<file path="src/rtl/alu_pipe_param_pkg.sv">
`default_nettype none
// ALU_pkg: opcode encoding and the saturation helper shared by the pipelined ALU and its bench. Rev 1.0
package ALU_pkg;

  typedef enum logic [2:0] {
    Add           = 3'd0,
    Sub           = 3'd1,
    Not_A         = 3'd2,
    ReductionOR_B = 3'd3,
    And_AB        = 3'd4,
    Or_AB         = 3'd5,
    Xor_AB        = 3'd6,
    Acc           = 3'd7
  } opcode_e;

  localparam int CLAMP_W = 64;

  // Clamp a signed value into the (width+1)-bit signed range [-2^width, 2^width-1].
  function automatic logic signed [CLAMP_W-1:0] sat_clamp(input logic signed [CLAMP_W-1:0] value,
                                                         input int width);
    logic signed [CLAMP_W-1:0] hi;
    logic signed [CLAMP_W-1:0] lo;
    hi = (64'sd1 <<< width) - 64'sd1;
    lo = -(64'sd1 <<< width);
    if (value > hi) return hi;
    if (value < lo) return lo;
    return value;
  endfunction

endpackage
`default_nettype wire

</file>
<file path="src/rtl/alu_comb_core.sv">
`default_nettype none
// alu_comb_core: stage-2 operation mux and accumulate overflow detect. Rev 1.0
module alu_comb_core
  import ALU_pkg::*;
#(
  parameter int WIDTH  = 4,
  parameter bit SAT_EN = 1'b0
) (
  input  opcode_e                 op,
  input  logic signed [WIDTH-1:0] a,
  input  logic signed [WIDTH-1:0] b,
  input  logic signed [WIDTH:0]   acc,
  output logic signed [WIDTH:0]   result,
  output logic                    ovf
);

  localparam int W1 = WIDTH + 1;
  localparam int W2 = WIDTH + 2;

  logic signed [W1-1:0] a_ext;
  logic signed [W1-1:0] b_ext;
  logic signed [W2-1:0] acc_sum;

  assign a_ext   = W1'(a);
  assign b_ext   = W1'(b);
  // One guard bit above the result width exposes signed overflow of the accumulate.
  assign acc_sum = W2'(acc) + W2'(a);

  always_comb begin
    result = '0;
    ovf    = 1'b0;
    unique case (op)
      Add:           result = a_ext + b_ext;
      Sub:           result = a_ext - b_ext;
      Not_A:         result = W1'(~a);
      ReductionOR_B: result = {{WIDTH{1'b0}}, |b};
      And_AB:        result = W1'(a & b);
      Or_AB:         result = W1'(a | b);
      Xor_AB:        result = W1'(a ^ b);
      Acc: begin
        ovf    = acc_sum[W2-1] != acc_sum[W2-2];
        result = SAT_EN ? W1'(sat_clamp(CLAMP_W'(acc_sum), WIDTH)) : acc_sum[W1-1:0];
      end
      default: ;
    endcase
  end

endmodule
`default_nettype wire

</file>
<file path="src/rtl/alu_pipe_param.sv">
`default_nettype none
// alu_pipe_param: 2-stage pipelined ALU with accumulator, optional saturation, sticky overflow. Rev 1.0
module alu_pipe_param
  import ALU_pkg::*;
#(
  parameter int WIDTH  = 4,
  parameter bit SAT_EN = 1'b0
) (
  input  logic                    clk,
  input  logic                    reset,
  input  logic                    in_valid,
  input  opcode_e                 Opcode,
  input  logic signed [WIDTH-1:0] A,
  input  logic signed [WIDTH-1:0] B,
  input  logic                    acc_clr,
  output logic signed [WIDTH:0]   C,
  output logic                    out_valid,
  output logic                    ovf_sticky
);

  logic                    s1_valid;
  logic                    s1_clr;
  opcode_e                 s1_op;
  logic signed [WIDTH-1:0] s1_a;
  logic signed [WIDTH-1:0] s1_b;
  logic signed [WIDTH:0]   acc;
  logic signed [WIDTH:0]   acc_base;
  logic signed [WIDTH:0]   result;
  logic                    ovf;
  logic                    acc_fire;

  // A pending clear is applied before a same-stage accumulate adds to it.
  assign acc_base = s1_clr ? '0 : acc;
  assign acc_fire = s1_valid && (s1_op == Acc);

  alu_comb_core #(
    .WIDTH  (WIDTH),
    .SAT_EN (SAT_EN)
  ) u_core (
    .op     (s1_op),
    .a      (s1_a),
    .b      (s1_b),
    .acc    (acc_base),
    .result (result),
    .ovf    (ovf)
  );

  always_ff @(posedge clk) begin
    if (reset) begin
      s1_valid <= 1'b0;
      s1_clr   <= 1'b0;
      s1_op    <= Add;
      s1_a     <= '0;
      s1_b     <= '0;
    end else begin
      s1_valid <= in_valid;
      s1_clr   <= acc_clr;
      if (in_valid) begin
        s1_op <= Opcode;
        s1_a  <= A;
        s1_b  <= B;
      end
    end
  end

  always_ff @(posedge clk) begin
    if (reset) begin
      C          <= '0;
      out_valid  <= 1'b0;
      acc        <= '0;
      ovf_sticky <= 1'b0;
    end else begin
      out_valid <= s1_valid;
      if (s1_valid) C <= result;
      if (acc_fire) begin
        acc        <= result;
        ovf_sticky <= (ovf_sticky && !s1_clr) || ovf;
      end else if (s1_clr) begin
        acc        <= '0;
        ovf_sticky <= 1'b0;
      end
    end
  end

endmodule
`default_nettype wire

</file>
<file path="config.mk">
export PLATFORM = sky130hd
export DESIGN_NAME = alu_pipe_param
export DESIGN_NICKNAME = d
export VERILOG_FILES = /design/src/rtl/alu_pipe_param_pkg.sv /design/src/rtl/alu_comb_core.sv /design/src/rtl/alu_pipe_param.sv
export SDC_FILE = /design/constraint.sdc
export NUM_CORES = 1
export LEC_CHECK = 0
export BUFFER_PORTS_ARGS = -buffer_cell sky130_fd_sc_hd__buf_2
export CORE_UTILIZATION = 40
export CTS_CLUSTER_SIZE = 8
export DETAILED_ROUTE_END_ITERATION = 12
export GPL_TIMING_DRIVEN = 1
export PLACE_DENSITY = 0.65
export REMOVE_ABC_BUFFERS = 1
export SLEW_MARGIN = 20
export SYNTH_ARGS = -nofsm -noshare
export SYNTH_HDL_FRONTEND = slang
export SYNTH_SLANG_ARGS = --single-unit
</file>
<file path="constraint.sdc">
create_clock -name clk -period 3.2 [get_ports clk]
set_input_delay 0.8 -clock clk [delete_from_list [all_inputs] [get_ports clk]]
set_output_delay 0.8 -clock clk [all_outputs]
set_load 0.01 [all_outputs]
</file>
==> results of run 1 <==
==> registers in the layout, summed over array words and instances (netlist names) <==
name and count:
C 5, s1_op 3, s1_valid 1, s1_b 4, s1_clr 1, s1_a 4, ovf_sticky 1, acc 5
out_valid 1
==> worst paths after layout <==
| path | start | endpoint | cells after the start |
|---|---|---|---|
| max | s1_op[2] | C[3] | 10 |
| min | C[0] | C[0] | 2 |
| max reg2reg | s1_op[2] | C[3] | 10 |
| min reg2reg | C[0] | C[0] | 2 |
==> synth_stat cells (2+ instances only) <==
master | n | share of area [%]
inv_1 | 14 | 3.1
ha_1 | 18 | 13
o21ai_0 | 5 | 1.5
a31oi_1 | 3 | 1.1
clkbuf_1 | 5 | 1.1
dfxtp_1 | 25 | 29
mux2i_1 | 14 | 8.2
nand3_1 | 2 | 0.59
xnor2_1 | 3 | 1.5
o22ai_1 | 2 | 0.74
o21ai_1 | 2 | 0.59
nand2b_1 | 11 | 4.0
a21oi_1 | 10 | 2.9
nand2_1 | 5 | 1.1
a311oi_1 | 3 | 1.5
buf_4 | 2 | 0.88
nor2_1 | 25 | 5.5
o211ai_1 | 2 | 0.88
a211oi_1 | 3 | 1.3
o21a_1 | 2 | 0.88
fa_1 | 2 | 2.4
nor2b_1 | 13 | 4.8
buf_2 | 3 | 0.88
==> metal layers <==
layer,vias up,routed length (µm)
met1,603,1740
met4,0,21
met3,2,105
met5,-,0
met2,20,1490
li1,706,-
==> critical path, cell delays in order, from the launching register on <==
cell	delay, ns
dfxtp_1	0.32
nor2_1	0.33
nand2_1	0.14
o21ai_0	0.31
inv_1	0.08
ha_1	0.27
nor2b_1	0.13
o21a_1	0.17
or3_1	0.30
a31oi_1	0.16
a311oi_1	0.10
==> layout make-up <==
| class | instances | area share (%) |
|---|---|---|
| clock buffer | 4 | 2.41 |
| inverter | 14 | 2.81 |
| multi-input combinational | 145 | 57.9 |
| sequential | 25 | 26.7 |
| tap | 50 | 3.34 |
| timing repair buffer | 24 | 6.82 |
==> power by group through the flow <==
stage | Clock [mW] | Combinational, mW | Sequential (mW)
4_1_cts | 0.199 | 0.157 | 0.344
5_1_grt | 0.211 | 0.180 | 0.347
3_5_place_dp | 0 | 0.156 | 0.351
6_report | 0.190 | 0.156 | 0.344
3_3_place_gp | 0 | 0.154 | 0.351
2_1_floorplan | 0 | 0.101 | 0.354
==> cells by family (layout without fill, tap and decap cells) <==
| family | after synthesis | count (layout) |
|---|---|---|
| AOI/OAI and AO/OA | 41 | 41 |
| xor gates and xnor gates | 4 | 4 |
| adders and majority gates | 20 | 20 |
| buffers and inverters | 25 | 42 |
| DFF | 25 | 25 |
| muxes | 16 | 16 |
| and+or+nand+nor | 64 | 64 |
==> metrics.yaml, run 1 <==
status:
  outcome: "complete, no violations"
detailed_routing:
  drtIter0Drc: 39
  wl_mm: 3.36
  dr.pass1.iters: 4
  num_vias: 1331
  ant_nets: 0
  wire_per_inst_um: 12.8
  routed_via_density: 5.08
  drc: 0
global_routing:
  grt_util_met3_pct: 3.89
  grt_usage_pct: 16.9
  grt_use_met1_pct: 23.6
  met2_usage_pct: 26.3
  grt_pass1_vias: 1201
  grt_pass1_wl_mm: 5.68
  antenna_found_initial: 0
  grt.overflow.total: 0
  grt_max_degree: 28
  grt-busiest-layer: "met2"
finish:
  n_fill_cell: 414
  fin_nets: 248
  stdcell_area_um2: 1870
  utilization_pct: 46.5
  regArea_um2: 500
  area_growth_syn_to_layout_pct: 10.1
  final_cells: 262
  antenna_cells: 0
  final_cell_mix: "dfxtp_1 (25), nor2_1 (25), buf_2 (21)"
  multiInputGateArea_um2: 1080
  drive_gt1_share_pct: 14.6
placement:
  globalplace.congestion: 0.794
  io_buffer_count: 21
  dp_cells: 258
  post-place-ws_ns: 0.766
  dpl.hpwl_mm: 2.53
  dpl_cell_area_um2: 1830
power:
  internal_power_mw: 0.490
  p_seq_share_pct: 49.8
  p_leak_nw: 0.841
  total_power_mw: 0.689
  powerDensity_nw_per_um2: 368
  p_clk_share_pct: 27.6
  max-vdd-ir-drop_v: 0.000273
  combPwrFrac_pct: 22.6
  switching_share_pct: 28.9
  p_switching_mw: 0.199
floorplanning:
  dieArea_um2: 4520
  initial_core_util_pct: 42.2
  die_h_um: 67.2
  coreArea_um2: 4030
  fp.dieW_um: 67.2
  fp-row-count: 23
  ios: 22
sta:
  rsz0062_at_grt: "false"
  worstMarginPinSlew_ns: 0.469
  relSlewSlack_pct: 68.7
  fmax_ghz: 0.413
  maxSlewViolCount: 0
  hold_ws_ns: 0.476
  finalWorstSetupSlack_ns: 0.779
  setup_viol: 0
  layout_min_cycle_time_ns: 2.42
  final.setup.tns_ns: 0
  finalCritPeriodShare_pct: 75.7
  skew_ns: 0.00622
  hold_viol: 0
logic_synthesis:
  syn-cell-area_um2: 1700
  syn_area_per_cell_um2: 8.72
  synth_top_family_by_area: "simple AND/OR/NAND/NOR gates"
  synth_compound_area_share_pct: 16.0
  synth_edf_count: 0
  syn_inst: 195
  async_flop_share_pct: 0
  ys_ff_latch: 25
  synth-xor-area-share_pct: 2.06
  synthAdderAreaFrac_pct: 15.6
  yosys_warnings: 0
  synth_flop_cell: "dfxtp_1"
  synth_mux_area_share_pct: 10.2
  synthSimpleGateAreaFrac_pct: 19.9
  yosysSeqAreaShare_pct: 29.4
  ys_types: 44
run:
  maxCapViolations: 0
clock_tree:
  cts_made_buffers: 3
  clkTransAtPathRegs_ns: 0.09
  cts_tree: "yes"
  htreeDepth: 1
  postCtsResizedCells: 0
  numClockSinks: 25
  cts_buffer_depth: 2
  clock_latency_ns: 0.27
  cts-root-buf: "clkbuf_8"
  post_cts_buffers: 0
  cts_hold_buf: 0
critical_path:
  crit_required_ns: 3.34
  critPathArrivalTime_ns: 2.56
  path_class: "flip-flop to flip-flop"
  end_kind: "flip-flop"
  path_max_fanout: 7
  worst_setup_path_start_kind: "flip-flop"
  reg2reg_slack_ns: 0.78
min_path:
  min_path_type: "flip-flop to flip-flop"
(Power assumes the default switching activity.)
==> run 2: changes to the inputs <==
- ABC_AREA: not set -> 1
- PLACE_DENSITY: 0.65 -> 0.67
- clock period: 3.2 -> 2.1 ns (I/O delays scaled with it)
==> metrics.yaml, run 2 <==
min_path:
  min_path_type: "primary input to flip-flop"  # was flip-flop to flip-flop
  hold-path-endpoint: "s1_clr"  # was C[0]
  min_from: "acc_clr"  # was C[0]
  whs_path_depth: 3  # was 2
global_routing:
  grt.overflow.total: 0  # unchanged
  grt_max_degree: 24  # was 28
  antenna_found_initial: 0  # unchanged
  grt_pass1_wl_mm: 6.55  # was 5.68 mm
  grt_usage_pct: 19.2  # was 16.9%
  grt_pass1_vias: 1478  # was 1,201
critical_path:
  critPathArrivalTime_ns: 2.16  # was 2.56 ns
  crit_required_ns: 2.27  # was 3.34 ns
  reg2reg_slack_ns: 0.11  # was 0.78 ns
  r2r-end: "C[4]"  # was C[3]
  worst_setup_path_start_kind: "flip-flop"  # unchanged
  timing.rr.start: "s1_b[0]"  # was s1_op[2]
  path_max_fanout: 3  # was 7
  end_kind: "flip-flop"  # unchanged
  ff2ff_path_depth: 16  # was 10
  path_class: "flip-flop to flip-flop"  # unchanged
clock_tree:
  cts_buffer_depth: 2  # unchanged
  cts_hold_buf: 0  # unchanged
  cts-root-buf: "clkbuf_8"  # unchanged
  cts_made_buffers: 3  # unchanged
  numClockSinks: 25  # unchanged
  htreeDepth: 1  # unchanged
  clock_latency_ns: 0.26  # was 0.27 ns
  clkTransAtPathRegs_ns: 0.08  # was 0.09 ns
  cts_tree: "yes"  # unchanged
floorplanning:
  ios: 22  # unchanged
  dieArea_um2: 4490  # was 4520 µm²
  fp.dieW_um: 67.0  # was 67.2 µm
  die_h_um: 67.0  # was 67.2 µm
  fp-row-count: 23  # unchanged
  initial_core_util_pct: 42.0  # was 42.2%
  coreArea_um2: 4030  # unchanged
placement:
  dp_cells: 327  # was 258
  dpl.hpwl_mm: 2.97  # was 2.53 mm
  dpl_cell_area_um2: 1940  # was 1830 µm²
  io_buffer_count: 21  # unchanged
  globalplace.congestion: 0.847  # was 0.794
detailed_routing:
  wire_per_inst_um: 11.5  # was 12.8 µm
  dr.pass1.iters: 5  # was 4
  ant_nets: 0  # unchanged
  routed_via_density: 4.82  # was 5.08
  wl_mm: 3.84  # was 3.36 mm
  drtIter0Drc: 83  # was 39
  drc: 0  # unchanged
  num_vias: 1616  # was 1,331
logic_synthesis:
  ys_ff_latch: 25  # unchanged
  synth_edf_count: 0  # unchanged
  synth-xor-area-share_pct: 2.07  # was 2.06%
  syn-cell-area_um2: 1690  # was 1700 µm²
  syn_inst: 248  # was 195
  synth_mux_area_share_pct: 0  # was 10.2%
  synth.top_cell.area_share_pct: 29.6  # was 29.4%
  synthAdderAreaFrac_pct: 15.7  # was 15.6%
  synth_compound_area_share_pct: 14.9  # was 16.0%
  synthSimpleGateAreaFrac_pct: 26.8  # was 19.9%
  yosysSeqAreaShare_pct: 29.6  # was 29.4%
  yosys_warnings: 0  # unchanged
  ys_types: 26  # was 44
  synth_area_leaders: "dfxtp_1 (30%), ha_1 (13%), nand2_1 (9.5%)"  # was dfxtp_1 (29%), ha_1 (13%), mux2i_1 (8.2%)
  yosys.area.top_type: "dfxtp_1"  # unchanged
  async_flop_share_pct: 0  # unchanged
  synth.top_cells.by_count: "nand2_1 (43), inv_1 (40), nor2_1 (27), dfxtp_1 (25), a21oi_1 (22)"  # was dfxtp_1 (25), nor2_1 (25), ha_1 (18), inv_1 (14), mux2i_1 (14)
  syn_area_per_cell_um2: 6.82  # was 8.72 µm²
  synth_top_family_by_area: "simple AND/OR/NAND/NOR gates"  # unchanged
  synth.most_common_cell: "nand2_1"
  synth_flop_cell: "dfxtp_1"  # unchanged
finish:
  antenna_cells: 0  # unchanged
  final_cells: 335  # was 262
  area_growth_syn_to_layout_pct: 24.8  # was 10.1%
  final_cell_mix: "nand2_1 (41), inv_1 (34), nor2_1 (26)"  # was dfxtp_1 (25), nor2_1 (25), buf_2 (21)
  stdcell_area_um2: 2110  # was 1870 µm²
  final_common_cell: "nand2_1"
  fin_nets: 321  # was 248
  reg.largest.list: "C x5, acc x5"  # unchanged
  drive_gt1_share_pct: 26.7  # was 14.6%
sta:
  skew_ns: 0.00191  # was 0.00622 ns
  maxSlewViolCount: 0  # unchanged
  layout_min_cycle_time_ns: 1.99  # was 2.42 ns
  fmax_ghz: 0.503  # was 0.413 GHz
  relSlewSlack_pct: 62.8  # was 68.7%
  finalCritPeriodShare_pct: 94.7  # was 75.7%
  worstMarginPinSlew_ns: 0.557  # was 0.469 ns
  rsz0062_at_grt: "true"  # was false
  setup_viol: 0  # unchanged
  hold_viol: 0  # unchanged
power:
  p_leak_nw: 1.09  # was 0.841 nW
  max-vdd-ir-drop_v: 0.000415  # was 0.000273 V
  powerDensity_nw_per_um2: 556  # was 368 nW/µm²
run:
  maxCapViolations: 0  # unchanged
status:
  outcome: "complete, no violations"  # unchanged
[run 2: changes by cell type after synthesis, moves of 13 or more]
cell	change
inv_1	+26
o21ai_0	+16
nand2_1	+38
nor2b_1	-13
nand3_1	+16
mux2i_1	-14
[run 2: logic make-up after synthesis]
kind of cell,count (synthesis)
adders and majority gates,20
and+or+nand+nor,102
AOI/OAI and AO/OA,48
DFF,25
buffers and inverters,49
xor gates and xnor gates,4
[run 2: worst max path at each step]
stage             start      to  slack [ns]
6_report        s1_b[0]    C[4]        0.11
5_1_grt          s1_clr    C[4]       -0.05
2_1_floorplan   s1_b[0]  acc[3]        0.08
4_1_cts         s1_b[1]    C[3]      0.0007
3_5_place_dp   s1_op[1]    C[3]       -0.05
3_3_place_gp    s1_b[1]    C[3]      -0.008
[run 2: routing by layer]
metal,GRT usage [%],part of all wire (%)
met2,34.1,50
met3,3.94,3.5
met5,0,0
met1,23.8,45
met4,2.93,1.1
[run 2: metrics by stage]
stage	setup TNS, ns	hold slack (ns)	power [mW]	setup WS, ns	utilization [%]
floorplan	0	0.482	0.737	0.0825	-
global placement	-0.00761	0.448	0.832	-0.00761	48.0
detailed placement	-0.0705	0.462	0.838	-0.0540	48.0
CTS	0	0.464	1.13	0.000716	49.9
global route	-0.0951	0.466	1.26	-0.0456	52.4
finish	0	0.465	1.17	0.111	52.4
[run 2: final cells by class]
cell class	instances	area, µm²
Fill cell	399	1920
Tap cell	50	62.6
Inverter	44	165
Sequential cell	25	503
Timing Repair Buffer	38	236
Clock buffer	4	45.0
Multi-Input combinational cell	174	1100
[run 2: report_power, final]
part           internal (mW)  switching [mW]  total (mW)
clock network          0.135           0.142       0.278
registers              0.500          0.0231       0.523
logic                  0.166           0.205       0.372
[run 2: critical path: stages, from the launching register on]
cell	delay [ns]
dfxtp_2	0.34
inv_2	0.05
ha_4	0.15
inv_2	0.05
nand2_2	0.05
xor2_1	0.14
ha_1	0.35
buf_6	0.12
inv_2	0.02
o21bai_1	0.13
nand2_1	0.08
nand2_2	0.10
nand3_2	0.07
nand3_2	0.08
nand3_2	0.06
nand2_1	0.07
inv_1	0.03
[run 2: timing repair]
action                                  4_1_cts  5_1_grt
pin swaps                                     6       13
gates resized for setup                       6       24
endpoints found under the setup margin        4        6
setup buffers                                 2        2
==> run 3: changes to the inputs <==
- MAX_ROUTING_LAYER: not set -> met4
==> metrics.yaml, run 3 (synthesis results as in run 2) <==
floorplanning:
  fp-row-count: 23  # unchanged
  coreArea_um2: 4030  # unchanged
  die_h_um: 67.0  # unchanged
  initial_core_util_pct: 42.0  # unchanged
  dieArea_um2: 4490  # unchanged
  fp.dieW_um: 67.0  # unchanged
  ios: 22  # unchanged
run:
  maxCapViolations: 0  # unchanged
critical_path:
  crit_required_ns: 2.27  # about the same
  end_kind: "flip-flop"  # unchanged
  critPathArrivalTime_ns: 2.16  # about the same
  worst_setup_path_start_kind: "flip-flop"  # unchanged
  path_max_fanout: 3  # unchanged
  path_class: "flip-flop to flip-flop"  # unchanged
sta:
  relSlewSlack_pct: 62.6  # was 62.8%
  fmax_ghz: 0.502  # was 0.503 GHz
  setup_viol: 0  # unchanged
  maxSlewViolCount: 0  # unchanged
  worstMarginPinSlew_ns: 0.561  # was 0.557 ns
  rsz0062_at_grt: "true"  # unchanged
  layout_min_cycle_time_ns: 1.99  # about the same
  hold_viol: 0  # unchanged
  skew_ns: 0.00121  # was 0.00191 ns
  finalCritPeriodShare_pct: 94.8  # was 94.7%
clock_tree:
  clkTransAtPathRegs_ns: 0.08  # about the same
  cts_tree: "yes"  # unchanged
  numClockSinks: 25  # unchanged
  clock_latency_ns: 0.26  # about the same
  cts-root-buf: "clkbuf_8"  # unchanged
  htreeDepth: 1  # unchanged
  cts_buffer_depth: 2  # unchanged
  cts_made_buffers: 3  # unchanged
power:
  max-vdd-ir-drop_v: 0.000417  # was 0.000415 V
  powerDensity_nw_per_um2: 557  # was 556 nW/µm²
  p_leak_nw: 1.09  # unchanged
placement:
  io_buffer_count: 21  # unchanged
  dpl_cell_area_um2: 1940  # unchanged
  dpl.hpwl_mm: 2.97  # unchanged
  globalplace.congestion: 0.861  # was 0.847
global_routing:
  grt_pass1_wl_mm: 6.56  # was 6.55 mm
  met2_usage_pct: 34.1  # unchanged
  grt.overflow.total: 0  # unchanged
  antenna_found_initial: 0  # unchanged
  grt-busiest-layer: "met2"  # unchanged
  grt_use_met1_pct: 23.9  # was 23.8%
  grt_max_degree: 24  # unchanged
  grt_pass1_vias: 1475  # was 1,478
  grt_usage_pct: 19.7  # was 19.2%
  grt_util_met3_pct: 3.94  # unchanged
finish:
  stdcell_area_um2: 2110  # unchanged
  n_fill_cell: 399  # unchanged
  utilization_pct: 52.4  # unchanged
  final_common_cell: "nand2_1"  # unchanged
  reg.largest.list: "C x5, acc x5"  # unchanged
  final_cell_mix: "nand2_1 (41), inv_1 (34), nor2_1 (26)"  # unchanged
  drive_gt1_share_pct: 26.7  # unchanged
  antenna_cells: 0  # unchanged
  multiInputGateArea_um2: 1100  # unchanged
  regArea_um2: 503  # unchanged
  area_growth_syn_to_layout_pct: 24.8  # unchanged
  fin_nets: 321  # unchanged
status:
  outcome: "complete, no violations"  # unchanged
detailed_routing:
  routed_via_density: 4.84  # was 4.82
  ant_nets: 0  # unchanged
  drc: 0  # unchanged
  num_vias: 1621  # was 1,616
  wire_per_inst_um: 11.5  # about the same
  dr.pass1.iters: 4  # was 5
  drtIter0Drc: 87  # was 83
  wl_mm: 3.85  # was 3.84 mm
min_path:
  min_path_type: "primary input to flip-flop"  # unchanged
[run 3: worst paths after layout]
| path | slack (ns) | cells after the start | startpoint | endpoint |
|---|---|---|---|---|
| worst max register to register | 0.11 | 16 | s1_b[0] | C[4] |
| worst max-delay path | 0.11 | 16 | s1_b[0] | C[4] |
| worst min register to register | 0.47 | 2 | ovf_sticky | ovf_sticky |
| worst min-delay path | 0.46 | 3 | acc_clr | s1_clr |
[run 3: area by class of cell]
cell class	instances	share of cell area, %
flip-flops and latches	25	23.8
inverters	44	7.83
repair buffers	38	11.2
well taps	50	2.97
multi-input cells	174	52.0
clock buffers	4	2.14
[run 3: power breakdown]
| part | switching (mW) | internal [mW] |
|---|---|---|
| Sequential | 0.0231 | 0.500 |
| Clock | 0.143 | 0.135 |
| Combinational | 0.206 | 0.166 |
[run 3: worst max-delay path, stage by stage, from the launching register on]
cell and delay [ns]:
dfxtp_2 0.34, inv_2 0.05, ha_4 0.15, inv_2 0.05, nand2_2 0.05, xor2_1 0.14
ha_1 0.35, buf_6 0.12, inv_2 0.02, o21bai_1 0.13, nand2_1 0.08, nand2_2 0.10
nand3_2 0.07, nand3_2 0.08, nand3_2 0.06, nand2_1 0.07, inv_1 0.03
[run 3: repair_timing]
action / CTS / global route
hold buffers: 0 / 0
hold endpoints to repair: 0 / 0
pin swaps: 6 / 13
resized for setup: 6 / 24
setup buffers: 2 / 2
setup endpoints to repair: 4 / 6
[run 3: layer usage]
| layer | up-vias | wire length, µm | share of wire [%] |
|---|---|---|---|
| li1 | 866 | - | - |
| met1 | 717 | 1770 | 46 |
| met2 | 32 | 1920 | 50 |
| met3 | 6 | 123 | 3.2 |
| met4 | 0 | 43 | 1.1 |
| met5 | - | 0 | 0 |
[run 3: through the flow]
step | std cells | setup TNS [ns] | setup slack, ns | power, mW | hold slack [ns]
after floorplan | 243 | 0 | 0.0825 | 0.737 | 0.482
after global placement | 327 | -0.00761 | -0.00761 | 0.832 | 0.448
after detailed placement | 327 | -0.0705 | -0.0540 | 0.838 | 0.462
after CTS | 333 | 0 | 0.000716 | 1.13 | 0.464
after global routing | 335 | -0.0951 | -0.0456 | 1.26 | 0.466
final | 335 | 0 | 0.109 | 1.17 | 0.465
